$ cat src/rtl/vec_join_tile_sched.sv
// vec_join_tile_sched: credit-bounded lambda/x_t tile request sequencer for one SSM scan pass; optional VEC_JOIN_SCHED_PERF_EN stall counters
module vec_join_tile_sched #(
  parameter int NUM_TILES  = 16,
  parameter int FIFO_DEPTH = 4,
  parameter int T_W        = 16,
  parameter int TILE_W     = 4
) (
  input  logic              clk,
  input  logic              rst,
  input  logic              start,
  input  logic [T_W-1:0]    seq_len,
  output logic              busy,
  output logic              done,
  output logic              a_req_valid,
  input  logic              a_req_ready,
  output logic [T_W-1:0]    a_req_t,
  output logic [TILE_W-1:0] a_req_tile,
  output logic              b_req_valid,
  input  logic              b_req_ready,
  output logic [T_W-1:0]    b_req_t,
  output logic [TILE_W-1:0] b_req_tile,
  input  logic              join_pop,
  output logic [T_W-1:0]    pop_t,
  output logic [TILE_W-1:0] pop_tile
`ifdef VEC_JOIN_SCHED_PERF_EN
  ,
  output logic [31:0]       perf_a_stall,
  output logic [31:0]       perf_b_stall,
  output logic [31:0]       perf_cred_stall
`endif
);
  localparam int TOT_W = T_W + TILE_W;
  localparam int C_W = $clog2(FIFO_DEPTH + 1);
  localparam logic [TILE_W-1:0] LAST = TILE_W'(NUM_TILES - 1);
  localparam logic [C_W-1:0] FULL = C_W'(FIFO_DEPTH);
  typedef enum logic [1:0] {IDLE, ISSUE, DRAIN, DONE} state_t;
  state_t state_q, state_d;
  logic [TOT_W-1:0] total_q, total_d, a_iss_q, a_iss_d, b_iss_q, b_iss_d, pop_cnt_q, pop_cnt_d;
  logic [C_W-1:0] a_cred_q, a_cred_d, b_cred_q, b_cred_d;
  logic [T_W-1:0] a_t_q, a_t_d, b_t_q, b_t_d, p_t_q, p_t_d;
  logic [TILE_W-1:0] a_tile_q, a_tile_d, b_tile_q, b_tile_d, p_tile_q, p_tile_d;
  logic a_fire, b_fire, pop_ok;
  assign busy = (state_q == ISSUE) || (state_q == DRAIN);
  assign done = state_q == DONE;
  assign a_req_valid = (state_q == ISSUE) && (a_iss_q < total_q) && (a_cred_q < FULL);
  assign b_req_valid = (state_q == ISSUE) && (b_iss_q < total_q) && (b_cred_q < FULL);
  assign a_fire = a_req_valid && a_req_ready;
  assign b_fire = b_req_valid && b_req_ready;
  assign pop_ok = join_pop && busy;
  assign a_req_t = a_t_q;
  assign a_req_tile = a_tile_q;
  assign b_req_t = b_t_q;
  assign b_req_tile = b_tile_q;
  assign pop_t = p_t_q;
  assign pop_tile = p_tile_q;
  // index/credit bookkeeping and pass sequencing; a pass ends once every issued tile has been popped
  always_comb begin
    state_d = state_q;
    total_d = total_q;
    a_iss_d = a_iss_q + TOT_W'(a_fire);
    b_iss_d = b_iss_q + TOT_W'(b_fire);
    pop_cnt_d = pop_cnt_q + TOT_W'(pop_ok);
    a_tile_d = a_fire ? ((a_tile_q == LAST) ? '0 : a_tile_q + TILE_W'(1)) : a_tile_q;
    a_t_d = (a_fire && a_tile_q == LAST) ? a_t_q + T_W'(1) : a_t_q;
    b_tile_d = b_fire ? ((b_tile_q == LAST) ? '0 : b_tile_q + TILE_W'(1)) : b_tile_q;
    b_t_d = (b_fire && b_tile_q == LAST) ? b_t_q + T_W'(1) : b_t_q;
    p_tile_d = pop_ok ? ((p_tile_q == LAST) ? '0 : p_tile_q + TILE_W'(1)) : p_tile_q;
    p_t_d = (pop_ok && p_tile_q == LAST) ? p_t_q + T_W'(1) : p_t_q;
    a_cred_d = (a_fire && !pop_ok) ? a_cred_q + C_W'(1) :
               (!a_fire && pop_ok && a_cred_q != '0) ? a_cred_q - C_W'(1) : a_cred_q;
    b_cred_d = (b_fire && !pop_ok) ? b_cred_q + C_W'(1) :
               (!b_fire && pop_ok && b_cred_q != '0) ? b_cred_q - C_W'(1) : b_cred_q;
    case (state_q)
      IDLE: begin
        if (start && seq_len == '0) begin
          state_d = DONE;
        end else if (start) begin
          state_d = ISSUE;
          total_d = TOT_W'(seq_len) * TOT_W'(NUM_TILES);
          a_iss_d = '0;
          b_iss_d = '0;
          pop_cnt_d = '0;
          a_cred_d = '0;
          b_cred_d = '0;
          a_t_d = '0;
          a_tile_d = '0;
          b_t_d = '0;
          b_tile_d = '0;
          p_t_d = '0;
          p_tile_d = '0;
        end
      end
      ISSUE: begin
        if (a_iss_d == total_q && b_iss_d == total_q)
          state_d = (pop_cnt_d == total_q) ? DONE : DRAIN;
      end
      DRAIN: state_d = (pop_cnt_d == total_q) ? DONE : DRAIN;
      default: state_d = IDLE;
    endcase
  end
  // state and counter registers
  always_ff @(posedge clk) begin
    if (rst) begin
      state_q <= IDLE;
      total_q <= '0;
      a_iss_q <= '0;
      b_iss_q <= '0;
      pop_cnt_q <= '0;
      a_cred_q <= '0;
      b_cred_q <= '0;
      a_t_q <= '0;
      a_tile_q <= '0;
      b_t_q <= '0;
      b_tile_q <= '0;
      p_t_q <= '0;
      p_tile_q <= '0;
    end else begin
      state_q <= state_d;
      total_q <= total_d;
      a_iss_q <= a_iss_d;
      b_iss_q <= b_iss_d;
      pop_cnt_q <= pop_cnt_d;
      a_cred_q <= a_cred_d;
      b_cred_q <= b_cred_d;
      a_t_q <= a_t_d;
      a_tile_q <= a_tile_d;
      b_t_q <= b_t_d;
      b_tile_q <= b_tile_d;
      p_t_q <= p_t_d;
      p_tile_q <= p_tile_d;
    end
  end
`ifdef VEC_JOIN_SCHED_PERF_EN
  logic [31:0] perf_a_q, perf_b_q, perf_c_q;
  logic cred_block;
  assign cred_block = (state_q == ISSUE) &&
                      (((a_iss_q < total_q) && (a_cred_q == FULL)) || ((b_iss_q < total_q) && (b_cred_q == FULL)));
  assign perf_a_stall = perf_a_q;
  assign perf_b_stall = perf_b_q;
  assign perf_cred_stall = perf_c_q;
  // stall counters: cleared on an accepted start, frozen outside ISSUE
  always_ff @(posedge clk) begin
    if (rst || (state_q == IDLE && start)) begin
      perf_a_q <= '0;
      perf_b_q <= '0;
      perf_c_q <= '0;
    end else begin
      perf_a_q <= perf_a_q + 32'(a_req_valid && !a_req_ready);
      perf_b_q <= perf_b_q + 32'(b_req_valid && !b_req_ready);
      perf_c_q <= perf_c_q + 32'(cred_block);
    end
  end
`endif
endmodule

$ cat config.mk
export PLATFORM = sky130hd
export DESIGN_NAME = vec_join_tile_sched
export DESIGN_NICKNAME = d
export VERILOG_FILES = /design/src/rtl/vec_join_tile_sched.sv
export SDC_FILE = /design/constraint.sdc
export NUM_CORES = 1
export LEC_CHECK = 0
export ABC_AREA = 1
export CAP_MARGIN = 0
export CORE_MARGIN = 2
export CORE_UTILIZATION = 58
export DETAILED_ROUTE_END_ITERATION = 10
export PLACE_DENSITY = 0.81
export SLEW_MARGIN = 20
export SYNTH_ARGS = -nofsm -noshare
export SYNTH_HDL_FRONTEND = slang
export SYNTH_SLANG_ARGS = --single-unit
$ cat constraint.sdc
create_clock -name clk -period 4.4 [get_ports clk]
set_input_delay 0.88 -clock clk [delete_from_list [all_inputs] [get_ports clk]]
set_output_delay 0.88 -clock clk [all_outputs]
set_load 0.02 [all_outputs]
After elaboration in Yosys (flattened, before gate mapping)
Cells that the tools add are included.

Register bits: 144. Input port bits: 22. Output and inout bits: 64. Logic and storage cells: 121.

Add/sub/neg operators: 13. $lt $le $gt $ge: 4. Equal/unequal tests: 11. Multiplexer cells: 51. Bitwise operators: 1. Reduce and logical (&&, ||, !) cells: 28.

Operator list (count): two-way mux 16 bit (12); two-way mux 20 bit (9); adder 20 x 1 -> 20 bit (3); == test 20 bit (3); two-way mux 4 bit (15); adder 16 x 1 -> 16 bit (second input constant) (3); less-than comparator 20 bit (2); two-way mux 3 bit (10); logical AND 1 bit (18); logical NOT 16 bit (1); adder 4 x 1 -> 4 bit (second input constant) (3); == test 4 bit (second input constant) (3); adder 3 x 1 -> 3 bit (second input constant) (2); less-than comparator 3 bit (second input constant) (2); two-way mux 2 bit (3); case mux 2 bit (3 select lines) (1); nonzero test 3 bit (2); subtractor 3 x 1 -> 3 bit (second input constant) (2); == test 2 bit (second input constant) (2); logical NOT 1 bit (3); != test 3 bit (second input constant) (1); AND reduction 3 bit (1); == test 2 x 1 -> 1 bit (second input constant) (1); logical NOT 2 bit (1); 5 further kinds (5).

Logic depth before layout (Yosys ltp)
Word-level depth: 12. Gate-level depth with buffers: 32. Mapped depth without buffers: 32.

Least setup slack after synthesis
Ideal clock, no wire load.

Kind: flip-flop to flip-flop. From: reg total_q[9]. To: reg state_q[1]. Library setup time: 0.115 ns. Arrival time: 3.259 ns. Setup slack: 1.026 ns. Stages on the path, launching flop included: 28. Period minus slack after synthesis: 3.374 ns. Cells stage by stage: dfxtp_1 -> inv_1 -> ha_1 -> a21oi_1 -> nor2_1 -> a211oi_1 -> nand2_1 -> nand2_1 -> nand4_1 -> nor2_1 -> buf_2 -> ha_1 -> ha_1 -> nand3_2 -> nor2_4 -> nand3_2 -> o21bai_2 -> nand2_1 -> nand2_1 -> nand2_1 -> nor2_1 -> nand2_1 -> nor2_1 -> nand2_1 -> nand2_2 -> nand3_1 -> nand2_1 -> nor2_1.

Word-level cells in the longest chain between the ends: 9. Elaborated cells between the ends (all ways): 15. Those cells by class: add/sub (2); order compare (2); eq/ne (3); reduce/logical (8).

RTL lines: start: declaration (RTL line 38) `logic [TOT_W-1:0] total_q, total_d, a_iss_q, a_iss_d, b_iss_q, b_iss_d, pop_cnt_q, pop_cnt_d;`; start signal: assignment (RTL line 119) `total_q <= total_d;`; less-than comparator 20 bit (on tied branches) (RTL line 45, 46); logical AND 1 bit (on tied branches) (2 in series) (RTL line 45, 46); logical AND 1 bit (on tied branches) (RTL line 47, 48); adder 20 x 1 -> 20 bit (on tied branches) (RTL line 60, 61); == test 20 bit (RTL line 94) `if (a_iss_d == total_q && b_iss_d == total_q)`; logical AND 1 bit * (RTL line 94); != test 2 x 1 -> 1 bit (no line) *; AND reduction 2 bit (no line) *; end signal: assignment (RTL line 118) `state_q <= state_d;`; end: declaration (RTL line 37) `state_t state_q, state_d;`.

Every way passes the cells marked *; elsewhere a longest branch is shown, timed or not. A chain may end at the register's enable or synchronous reset.

Worst setup path in the final report
From: reg total_q[7]. To: reg state_q[1].

Same word-level chain as after synthesis.

==> impl_metrics.env <==
export IMPL_start_util_pct=59.01
export IMPL_status="complete, no violations"
export IMPL_wirelength_um=23990
export IMPL_switching_share_pct=36.86
export IMPL_antenna_cells=0
export IMPL_grt_max_degree=65
export IMPL_grt_pass1_vias=8122
export IMPL_overflow=0
export IMPL_endpoint_kind="flop"
export IMPL_fin_area_um2=10620
export IMPL_pin_count=86
export IMPL_port_buffers=85
export IMPL_placedCellCount=1606
export IMPL_p_switching_mw=1.480
export IMPL_crit_type="reg -> reg"
export IMPL_syn_instance_count=1345
export IMPL_arrival_ns=4.41
export IMPL_setup_viol=0
export IMPL_dieHeight_um=128.1
export IMPL_r2r_slack_ns=0.32
export IMPL_async_reset_ff_share_pct=0
export IMPL_p_comb_share_pct=28.4
export IMPL_min_path_type="reg -> reg"
export IMPL_critPathMaxStageDelay_ns=0.44
export IMPL_nFillCells=1276
export IMPL_tightestPinTransition_ns=0.7652
export IMPL_cts_buffers_inserted=17
export IMPL_layout_commonest_cell="nand2_1"
export IMPL_drive_gt1_share_pct=7.226
export IMPL_wl_per_cell_um=14.62
export IMPL_drc=0
export IMPL_synth_warning_count=0
export IMPL_clockBufferDepth=2
export IMPL_synthFlopType="dfxtp_1"
export IMPL_coreArea_um2=15150
export IMPL_synth_nets=1418
export IMPL_finalSetupTns_ns=0
export IMPL_dr_pass1_iters=8
export IMPL_drv_cap=0
export IMPL_drt_iter0_drc=780
export IMPL_final_util_pct=70.09
export IMPL_critPathMaxFanout=5
export IMPL_slew_viol_final=0
export IMPL_slowest_stage="dfxtp_1"
export IMPL_seq_power_share_pct=36.6
export IMPL_clock_sinks=144
export IMPL_ys_seq_elements=144
export IMPL_grt_usage_pct=29.41
export IMPL_path_clk_slew_ns=0.06
export IMPL_synth_cell_area_um2=8937
export IMPL_most_common_layout_cells="nand2_1, nor2_1, inv_1"
export IMPL_area_delta_synth_final_pct=18.77
export IMPL_place_hpwl_um=17420
export IMPL_dpl_worst_slack_ns=0.3483
export IMPL_hold_viol=0
export IMPL_synth_seq_area_share_pct=32.26
export IMPL_die_w_um=128.1
export IMPL_fin_crit_sh_pct=92.70
export IMPL_seq_area_um2=2884
export IMPL_power_density_nw_per_um2=378.2
export IMPL_ant_nets=0
export IMPL_final_cells=1641
export IMPL_multi_input_area_um2=5386
export IMPL_synth_edff_count=0
export IMPL_required_ns=4.73
export IMPL_grt_antenna_before_repair=0
export IMPL_htree_levels=4
export IMPL_yosysUniqueCellTypes=42
export IMPL_internal_power_mw=2.535
export IMPL_leakagePower_nw=4.235
export IMPL_rsz0062_at_grt="false"
export IMPL_place_area_um2=10010
export IMPL_clock_skew_ns=0.01045
export IMPL_tritoncts="done"
export IMPL_grt_first_pass_wirelength_um=38520
export IMPL_vias=9025
export IMPL_setup_slack_ns=0.3213
export IMPL_slew_headroom_pct=48.99
export IMPL_hold_ws_ns=0.4778
export IMPL_gp_congestion=0.9072
export IMPL_irDropWorstVdd_mv=0.3239
export IMPL_max_freq_mhz=245.2
export IMPL_die_area_um2=16420
export IMPL_clock_power_share_pct=35.0
export IMPL_crit_path_frequent_cell="nand2_1"
export IMPL_clock_latency_ns=0.44
export IMPL_cts_hold_fix_buffers=0
export IMPL_final_nets=1513
export IMPL_clockRootBuffer="clkbuf_16"
export IMPL_p_total_mw=4.015
export IMPL_period_needed_ns=4.079
export IMPL_syn_avg_cell_area_um2=6.645
export IMPL_startpoint_type="flop"
export IMPL_num_rows=45
export IMPL_viasPerCell=5.500
-- what timing repair did --
item	4_1_cts	5_1_grt
endpoints found under the setup margin	0	2
hold endpoints to repair	0	0
buffers inserted	0	3
gates resized for setup	0	3
-- synth_stat cells (13+ instances only) --
cell type	count	area share, %
xor2_1	34	3.3
nand4_1	34	2.4
a21oi_1	64	3.6
clkbuf_1	13	0.55
nor2_1	207	8.7
nor3_1	21	1.2
nand3_1	106	5.9
o21ai_0	42	2.4
inv_1	151	6.3
ha_1	51	7.1
nand2_1	365	15
dfxtp_1	144	32
-- path summary, 6_finish.rpt --
check | from | endpoint | depth (start not counted)
max | total_q[7] | state_q[1] | 31
min | b_req_t[14] | b_req_t[14] | 2
max reg2reg | total_q[7] | state_q[1] | 31
min reg2reg | b_req_t[14] | b_req_t[14] | 2
-- routing by layer --
layer	global-route usage [%]	up-vias	share of wire, %
li1	-	4534	-
met1	37.64	4068	43
met2	47.37	357	46
met3	6.093	66	6.9
met4	14.35	0	4.0
met5	0	-	0
-- area by class of cell --
type / instances / area share [%]
flip-flops and latches: 144 / 27.17
inverters: 156 / 5.516
multi-input cells: 1022 / 50.74
well taps: 188 / 2.216
clock inverters: 15 / 1.344
clock buffers: 17 / 4.008
repair buffers: 99 / 9.005
-- critical path, delay by kind of cell (launching register included) --
family / cells / cell delay [ns]
compound gates: 1 / 0.14
fa+ha+maj: 3 / 0.76
buf+inv: 3 / 0.31
flops: 1 / 0.44
simple gates: 24 / 2.33
-- power groups by stage --
stage,clock (mW),sequential (mW),combinational (mW)
after floorplan,0,1.47,0.752
after global placement,0,1.49,1.08
after detailed placement,0,1.50,1.09
after CTS,1.42,1.47,1.11
after global routing,1.48,1.48,1.26
final,1.41,1.47,1.14
-- cell families after synthesis --
| family | count (synthesis) | synth area share (%) |
|---|---|---|
| compound gates | 128 | 7.784 |
| xor+xnor | 48 | 5.642 |
| fa+ha+maj | 51 | 7.140 |
| buf+inv | 179 | 7.686 |
| flops | 144 | 32.26 |
| simple gates | 795 | 39.49 |
-- state kept, by name, summed over array words and instances (netlist names) --
name	count
b_req_t	16
a_req_tile	4
pop_t	16
total_q	16
b_iss_q	20
b_cred_q	3
a_cred_q	3
state_q	2
a_req_t	16
pop_tile	4
pop_cnt_q	20
a_iss_q	20
b_req_tile	4
No activity file was read; power rests on OpenSTA's default activity.
